--- src/rtl/uart_tx.sv ---
// uart_tx: UART transmitter (start, 8 data bits LSB first, optional even parity, stop)
// with a one-entry holding buffer on a valid/ready input handshake.
module uart_tx #(
    parameter int CLKS_PER_BIT = 32,
    parameter bit PARITY_EN    = 1'b1
) (
    input  logic       clk,
    input  logic       rst,
    input  logic [7:0] tx_data,
    input  logic       tx_valid,
    output logic       tx_ready,
    output logic       Tx,
    output logic       busy,
    output logic       done
);
    localparam int CW = $clog2(CLKS_PER_BIT);
    typedef enum logic [2:0] {IDLE, START, DATA, PARITY, STOP} state_t;
    state_t state;
    logic [CW-1:0] cnt;
    logic [7:0] hold, shift;
    logic [2:0] bit_idx;
    logic buf_full, par, last, load;
    assign last = cnt == CW'(CLKS_PER_BIT - 1);
    assign load = buf_full && (state == IDLE || (state == STOP && last));
    assign tx_ready = !buf_full;
    assign busy = state != IDLE;
    always_ff @(posedge clk or negedge rst) begin
        if (!rst) begin
            state    <= IDLE;
            cnt      <= '0;
            hold     <= '0;
            shift    <= '0;
            bit_idx  <= '0;
            buf_full <= 1'b0;
            par      <= 1'b0;
            Tx       <= 1'b1;
            done     <= 1'b0;
        end else begin
            if (tx_valid && !buf_full) begin
                hold     <= tx_data;
                buf_full <= 1'b1;
            end else if (load) begin
                buf_full <= 1'b0;
            end
            done <= state == STOP && cnt == CW'(CLKS_PER_BIT - 2);
            cnt  <= (state == IDLE || last) ? '0 : cnt + CW'(1);
            // parity is latched with the byte so later tx_data changes cannot affect it
            if (load) begin
                state <= START;
                shift <= hold;
                par   <= ^hold;
                Tx    <= 1'b0;
            end else if (last) begin
                case (state)
                    START: begin
                        state   <= DATA;
                        Tx      <= shift[0];
                        shift   <= shift >> 1;
                        bit_idx <= '0;
                    end
                    DATA: begin
                        if (bit_idx == 3'd7) begin
                            state <= PARITY_EN ? PARITY : STOP;
                            Tx    <= PARITY_EN ? par : 1'b1;
                        end else begin
                            Tx      <= shift[0];
                            shift   <= shift >> 1;
                            bit_idx <= bit_idx + 3'd1;
                        end
                    end
                    PARITY: begin
                        state <= STOP;
                        Tx    <= 1'b1;
                    end
                    default: begin
                        state <= IDLE;
                        Tx    <= 1'b1;
                    end
                endcase
            end
        end
    end
endmodule

--- config.mk ---
export PLATFORM = sky130hd
export DESIGN_NAME = uart_tx
export DESIGN_NICKNAME = d
export VERILOG_FILES = /design/src/rtl/uart_tx.sv
export SDC_FILE = /design/constraint.sdc
export NUM_CORES = 1
export LEC_CHECK = 0
export ABC_AREA = 1
export CAP_MARGIN = 40
export CORE_ASPECT_RATIO = 0.5
export CORE_MARGIN = 5
export CORE_UTILIZATION = 52
export DETAILED_ROUTE_END_ITERATION = 8
export HOLD_SLACK_MARGIN = 0.12
export PLACE_DENSITY = 0.84
export SLEW_MARGIN = 20
export SYNTH_ARGS = -nofsm -noshare
export SYNTH_HDL_FRONTEND = slang
export SYNTH_SLANG_ARGS = --single-unit
--- constraint.sdc ---
create_clock -name clk -period 2.21 [get_ports clk]
set_input_delay 0.221 -clock clk [delete_from_list [all_inputs] [get_ports clk]]
set_output_delay 0.221 -clock clk [all_outputs]
set_load 0.01 [all_outputs]
# ---- After elaboration in Yosys (flattened, before gate mapping)
# Cells that the tools add are included.
dict set report word_totals {
  reg_bits 31
  input_bits 11
  output_inout_bits 4
}
dict set report op_classes {
  addsub 2
  n_eq_ne 10
  muxes 17
  n_bitwise 1
  reduce_logical 17
}
# cell count
set op_table {}
lappend op_table {{$mux W8} 3}
lappend op_table {{$pmux W8 S2} 1}
lappend op_table {{$mux W3} 4}
lappend op_table {{$eq A5 B5 Y1 const B} 2}
lappend op_table {{$pmux W3 S3} 1}
lappend op_table {{$reduce_xor A8 Y1} 1}
lappend op_table {{$eq A3 B2 Y1 const B} 2}
lappend op_table {{$eq A3 B3 Y1 const B} 2}
lappend op_table {{$ne A3 B3 Y1 const B} 2}
lappend op_table {{$pmux W3 S2} 1}
lappend op_table {{$reduce_bool A2 Y1} 3}
lappend op_table {{$reduce_bool A3 Y1} 2}
lappend op_table {{$add A5 B1 Y5 const B} 1}
lappend op_table {{$mux W1} 5}
lappend op_table {{$mux W5} 1}
lappend op_table {{$logic_and A1 B1 Y1} 4}
lappend op_table {{$reduce_and A4 Y1} 1}
lappend op_table {{$add A3 B1 Y3 const B} 1}
lappend op_table {{$eq A3 B1 Y1 const B} 1}
lappend op_table {{$logic_not A3 Y1} 1}
lappend op_table {{$reduce_and A3 Y1} 1}
lappend op_table {{$logic_or A1 B1 Y1} 2}
lappend op_table {{$ne A2 B2 Y1 const B} 1}
lappend op_table {{$pmux W1 S2} 1}
lappend op_table {{3 further kinds} 3}

# ---- Longest topological paths before layout
# Gate-level depths: netlist (run 1).
dict set report depth {
  depth_word 6
  ltp_mapped 11
  depth_no_buf 11
}

# ---- Worst setup path after synthesis (run 1)
# Ideal clock, no wire load.
dict set report synth_path {
  kind {register to register}
  from {register cnt[0]}
  to {register state[0]}
  setup_time_ns 0.128
  arrival_time_ns 1.594
  path_slack_ns 0.488
  path_stages_with_launch 12
  path_buffers 1
  period_less_slack_ns 1.722
  path_cell_list {dfrtp_1 -> ha_1 -> inv_1 -> nor2_1 -> ha_1 -> inv_2 -> nand2_2 -> nand3_4 -> buf_2 -> inv_1 -> a21oi_1 -> o21ai_0}
}
dict set report synth_between {
  elab_chain_cells 6
  word_cells_on_any_way 8
}
# item line
set synth_lines {}
lappend synth_lines {{start: declaration} 19} ;# logic [CW-1:0] cnt;
lappend synth_lines {{start signal: assignment} 46} ;# cnt <= (state == IDLE || last) ? '0 : cnt + CW'(1);
lappend synth_lines {{$eq A5 B5 Y1 (*)} 23} ;# assign last = cnt == CW'(CLKS_PER_BIT - 1);
lappend synth_lines {{$logic_and A1 B1 Y1} 24} ;# assign load = buf_full && (state == IDLE || (state == STOP && last));
lappend synth_lines {{$logic_or A1 B1 Y1} 24}
lappend synth_lines {{$logic_and A1 B1 Y1} 24}
lappend synth_lines {{$ne A3 B3 Y1 (no source line) or $reduce_bool A2 Y1 (tied branches)} --}
lappend synth_lines {{$reduce_and A2 Y1 (no source line)} --}
lappend synth_lines {{end signal: assignment} 63} ;# state <= PARITY_EN ? PARITY : STOP;
lappend synth_lines {{end: declaration} 18} ;# state_t state;
# Every way passes the cells marked *; elsewhere a longest branch is shown, timed or not.
# A chain may end at the register's enable or synchronous reset.

# ---- Final worst setup path (run 1)
dict set report layout_path {
  from {register cnt[0]}
  to {register shift[1]}
}
dict set report layout_between {
  elab_chain_cells 6
  word_cells_on_any_way 9
}
# item line
set layout_lines {}
lappend layout_lines {{$eq A5 B5 Y1 (*)} 23}
lappend layout_lines {{$logic_and A1 B1 Y1} 24}
lappend layout_lines {{$logic_or A1 B1 Y1} 24}
lappend layout_lines {{$logic_and A1 B1 Y1} 24}
lappend layout_lines {{$ne A3 B3 Y1 (no source line) (tied with other cells)} --}
lappend layout_lines {{$reduce_and A3 Y1 (no source line)} --}
lappend layout_lines {{end signal: assignment} 50} ;# shift <= hold;
lappend layout_lines {{end signal: assignment} 58} ;# shift <= shift >> 1;
lappend layout_lines {{end signal: assignment} 67} ;# shift <= shift >> 1;
lappend layout_lines {{end: declaration} 20} ;# logic [7:0] hold, shift;
# Marked as above.

==> results of run 1 <==
[registers in the layout, indices dropped and copies added (netlist names)]
signal and count:
done 1, state 3, buf_full 1, Tx 1, cnt 5, hold 8, shift 8, bit_idx 3
par 1
[final cells by class]
cell class | count | area share
Timing Repair Buffer | 15 | 0.0801
Tap cell | 40 | 0.0272
Clock buffer | 8 | 0.0543
Inverter | 21 | 0.0428
Sequential cell | 31 | 0.422
Multi-Input combinational cell | 147 | 0.374
[final timing paths]
path | from | end | slack (ns) | cells after the start
worst max-delay path | cnt[0] | shift[1] | 0.24 | 10
worst min-delay path | rst | shift[6] | 0.33 | 2
worst max register to register | cnt[0] | shift[1] | 0.24 | 10
worst min register to register | par | par | 0.48 | 2
max in group asynchronous | rst | Tx | 1.56 | 2
min in group clk | par | par | 0.48 | 2
[stage by stage]
stage	utilization	total power (uW)	hold slack, ns	setup slack [ns]	std cells
4_1_cts	0.626	2300	0.339	0.230	262
2_1_floorplan	-	1590	-0.0746	0.488	203
6_report	0.626	2290	0.327	0.245	262
3_3_place_gp	0.592	1750	0.463	0.374	254
3_5_place_dp	0.592	1810	0.469	0.252	254
5_1_grt	0.626	2510	0.369	0.0732	262
[cell usage in the layout, fill, tap and decap left out]
master and n:
xor2_1 1, o21ai_0 4, inv_1 19, xnor2_1 2, nand3_4 1, nand3_2 1
o21ai_1 10, o31ai_1 1, nand2_2 1, nor2_2 1, nor2_1 22, buf_4 1
nand3_1 12, clkbuf_1 1, nand2_1 73, clkbuf_8 7, inv_2 2, dfrtp_1 30
dfstp_2 1, a21oi_1 12, nor4_1 1, ha_1 5, clkdlybuf4s50_1 14
[metal layers]
metal	share of wire	track usage
met5	0	0
met4	0.022	0.0689
met3	0.044	0.0455
met2	0.46	0.258
met1	0.47	0.194
[report_power, final]
group | switching [uW] | leakage [uW] | total [uW] | internal (uW)
logic | 507 | 0.000522 | 845 | 338
clock network | 205 | 0.0000515 | 489 | 284
registers | 167 | 0.000375 | 953 | 786
[cells by family (layout without fill, tap and decap cells)]
kind of cell / count (synthesis) / after routing / share of synthesized area
buffers and inverters: 25 / 44 / 0.0646
DFF: 31 / 31 / 0.496
AOI/OAI and AO/OA: 27 / 27 / 0.0878
and+or+nand+nor: 112 / 112 / 0.295
xor gates and xnor gates: 3 / 3 / 0.0168
adders and majority gates: 5 / 5 / 0.0399
==> impl_metrics.toml, run 1 <==
[floorplan]
core_mm2 = 0.00294
die_x_um = 87.7
io_pins = 15
rows = 14
die_area_mm2 = 0.00428
start_util = 0.533
die_y_um = 48.8

[hold_path]
hold_class = "input port to asynchronous set/reset pin"

[worst_setup_path]
arrival_ns = 2.18
critPathSlowestCell = "dfrtp_1"
cp_max_fo = 28
crit_chain = "ha_1 > inv_1 > nor2_1 > ha_1 > inv_2 > nand2_2 > nand3_4 > nand2_1 > nand2_1 > nand2_1"
startpoint_type = "flop"
cp-end-kind = "flop"
path_buf_inv = 2
crit_top_cell = "nand2_1"
crit_type = "flop to flop"
crit_family = "simple AND/OR/NAND/NOR gates"
slowest_delay_ns = 0.40
crit_required_ns = 2.43

[clock_tree]
cts_tree = "done"
ctsRootBufferMaster = "clkbuf_8"
cts_buffers = 5
insertion_delay_ns = 0.28
cts_sinks = 31
postCtsSetupBuffers = 0
htree_num_levels = 2
cts_buffer_depth = 2
post_cts_resize_count = 0
clk_pin_slew_worst_paths_ns = 0.07
hold_buffers = 0

[routing]
drc = 0
drt_iter0_markers = 50
drtAntennaViolNets = 0
vias = 1309
wirelength_um = 2980
wire_per_inst_um = 11.4
vias_per_cell = 5.00
first_pass_iters = 4

[yosys]
synth_cells = 203
ys_seq_elements = 31
syn_area_mm2 = 0.00157
synth_cell_types = 21
synth_top_area_cell = "dfrtp_1"
synth.avg_cell_area_um2 = 7.72
ys.flop_type = "dfrtp_1"
yosys.area.top_type_share = 0.479
yosys.cell_count.top_type = "nand2_1"
synthTopCellsByArea = "dfrtp_1, nand2_1, nor2_1"
yosysWarningCount = 0
synth_fp_nets = 219
synth_common_cells = "nand2_1, dfrtp_1, nor2_1"
synth_edf_count = 0
yosysSeqAreaShare = 0.496
synthArstFlopShare = 1.00

[grt]
track_usage = 0.158
grt_overflow = 0
first_global_vias = 1202
grt_max_degree = 32
antenna_found_initial = 0
grt_pass1_wl_um = 5220

[cells_and_area]
final_nets = 237
antennaDiodeCount = 0
syn2layout_area_growth_pct = 17.6
design_area_mm2 = 0.00184
fillers = 233
register_area_um2 = 777
layout-drive-gt1-share = 0.0676
multi_input_area_um2 = 689

[sta]
hold_viol = 0
drv_slew = 0
tightest_slew_ns = 0.482
fin_crit_ns = 1.97
fin_crit_sh = 0.889
finalSetupViolCount = 0
finalClockSkew_ns = 0.00572
tns_ns = 0
max_freq_mhz = 509
slew-limit-headroom = 0.678
rsz0062_at_grt = "false"

[run_status]
outcome = "completed"

[placed_design]
portBuffers = 14
dp_hpwl_um = 2160
place.gp.congestion = 0.776
dpl_cell_area_mm2 = 0.00174

[pwr]
max-vdd-ir-drop_v = 0.000778
p_leak_uw = 0.000949
power.density_mw_per_mm2 = 1240

[flow_run]
maxCapViolCount = 0
No activity file was read; power rests on OpenSTA's default activity.
==> inputs of run 2 (changes only) <==
Settings changed: DONT_BUFFER_PORTS from default to 1, PLACE_DENSITY 0.84 to 0.77.
==> run 2 against run 1 <==
Against the previous run:
- sequential cell count unchanged
- clock power down 12%
- highest routed layer unchanged
- critical endpoint is now shift[0]
- global-route usage down 0.62 points
- total power down 3.2%
- worst hold slack better by 0.052 ns
- combinational power down 2%
- clock skew about the same
- via count down 2.4%
- critical path depth up 1
- register-to-register slack better by 0.04 ns
- largest cell class unchanged
- wire length down 2.2%
- sequential share of layout area up 0.97 points
==> impl_metrics.toml, run 2 (synthesis gave the netlist of run 1 again) <==
[clock_tree]
insertion_delay_ns = 0.28
cts_tree = "done"
clk_pin_slew_worst_paths_ns = 0.07
htree_num_levels = 2
cts_buffer_depth = 2
postCtsSetupBuffers = 0
cts_sinks = 31
ctsRootBufferMaster = "clkbuf_8"
cts_buffers = 5

[routing]
vias_per_cell = 4.95
drtAntennaViolNets = 0
first_pass_iters = 4
wire_per_inst_um = 11.3
vias = 1278
wirelength_um = 2920
drt_iter0_markers = 63
drc = 0

[floorplan]
rows = 14
io_pins = 15
die_x_um = 87.7
die_area_mm2 = 0.00428
core_mm2 = 0.00294
die_y_um = 48.8
start_util = 0.533

[worst_setup_path]
arrival_ns = 2.10
cp_max_fo = 28
cp-end-kind = "flop"
crit_type = "flop to flop"
crit_required_ns = 2.38
startpoint_type = "flop"

[cells_and_area]
register_area_um2 = 777
final_common_cell = "nand2_1"
layout-drive-gt1-share = 0.0780
antennaDiodeCount = 0
fillers = 242
reg_top3 = "hold (8), shift (8), cnt (5)"
syn2layout_area_growth_pct = 14.9
layout_common_cells = "nand2_1, dfrtp_1, nor2_1"
multi_input_area_um2 = 692
final_nets = 233

[sta]
finalSetupViolCount = 0
fin_crit_ns = 1.93
finalClockSkew_ns = 0.00537
rsz0062_at_grt = "false"
hold_viol = 0
max_freq_mhz = 518
fin_crit_sh = 0.873
whs_ns = 0.379
drv_slew = 0
tightest_slew_ns = 0.478
tns_ns = 0
slew-limit-headroom = 0.680

[grt]
grt_pass1_wl_um = 5100
grt_overflow = 0
track_usage = 0.152
grt_max_degree = 32
first_global_vias = 1238
antenna_found_initial = 0

[pwr]
power.density_mw_per_mm2 = 1230
p_leak_uw = 0.000937
max-vdd-ir-drop_v = 0.000600

[hold_path]
hold_class = "input port to asynchronous set/reset pin"

[placed_design]
place.gp.congestion = 0.770
portBuffers = 0
dp_hpwl_um = 2020

[flow_run]
maxCapViolCount = 0

[run_status]
outcome = "completed"
run 2: power breakdown:
group          switching [uW]  internal, uW
sequential                171           786
clock                     214           215
combinational             511           317
total                     895          1320
run 2: what timing repair did:
action / in CTS / in global routing
hold buffers: 11 / 0
hold endpoints to repair: 40 / 0
gates resized for setup: 0 / 1
setup endpoints to repair: 0 / 1
run 2: stage by stage:
stage          setup WS (ns)  cells  area (um2)  utilization  power [uW]
2_1_floorplan          0.488    203        1570            -        1590
3_3_place_gp           0.362    239        1600        0.542        1700
3_5_place_dp           0.277    239        1600        0.542        1750
4_1_cts                0.247    258        1800        0.611        2220
5_1_grt               0.0744    258        1800        0.612        2430
6_report               0.281    258        1800        0.612        2210
run 2: worst paths after layout:
check,start,endpoint,slack [ns],depth (start not counted)
max reg2reg,cnt[0],shift[0],0.28,11
min,rst,shift[6],0.38,2
min in group clk,tx_valid,hold[2],0.46,2
max in group asynchronous,rst,Tx,1.60,2
min reg2reg,cnt[0],cnt[0],0.50,1
max,cnt[0],shift[0],0.28,11
run 2: area by class of cell:
class / count / share of cell area
Sequential cell: 31 / 0.431
Multi-Input combinational cell: 147 / 0.384
Timing Repair Buffer: 11 / 0.0667
Inverter: 21 / 0.0437
Clock buffer: 5 / 0.0382
Tap cell: 40 / 0.0278
Clock inverter: 3 / 0.00833
run 2: routing by layer:
metal	track usage	wire, um
met5	0	0
met4	0.0612	10
met1	0.188	1360
met3	0.0438	125
met2	0.249	1420
run 2: critical path: stages (launching register included):
cell     delay, ns
dfrtp_1       0.39
ha_1          0.21
inv_1         0.05
nor2_1        0.10
ha_1          0.28
inv_2         0.09
nand2_2       0.09
nand3_4       0.24
nand2_1       0.13
o21ai_1       0.07
nand2_1       0.09
nand2_1       0.06
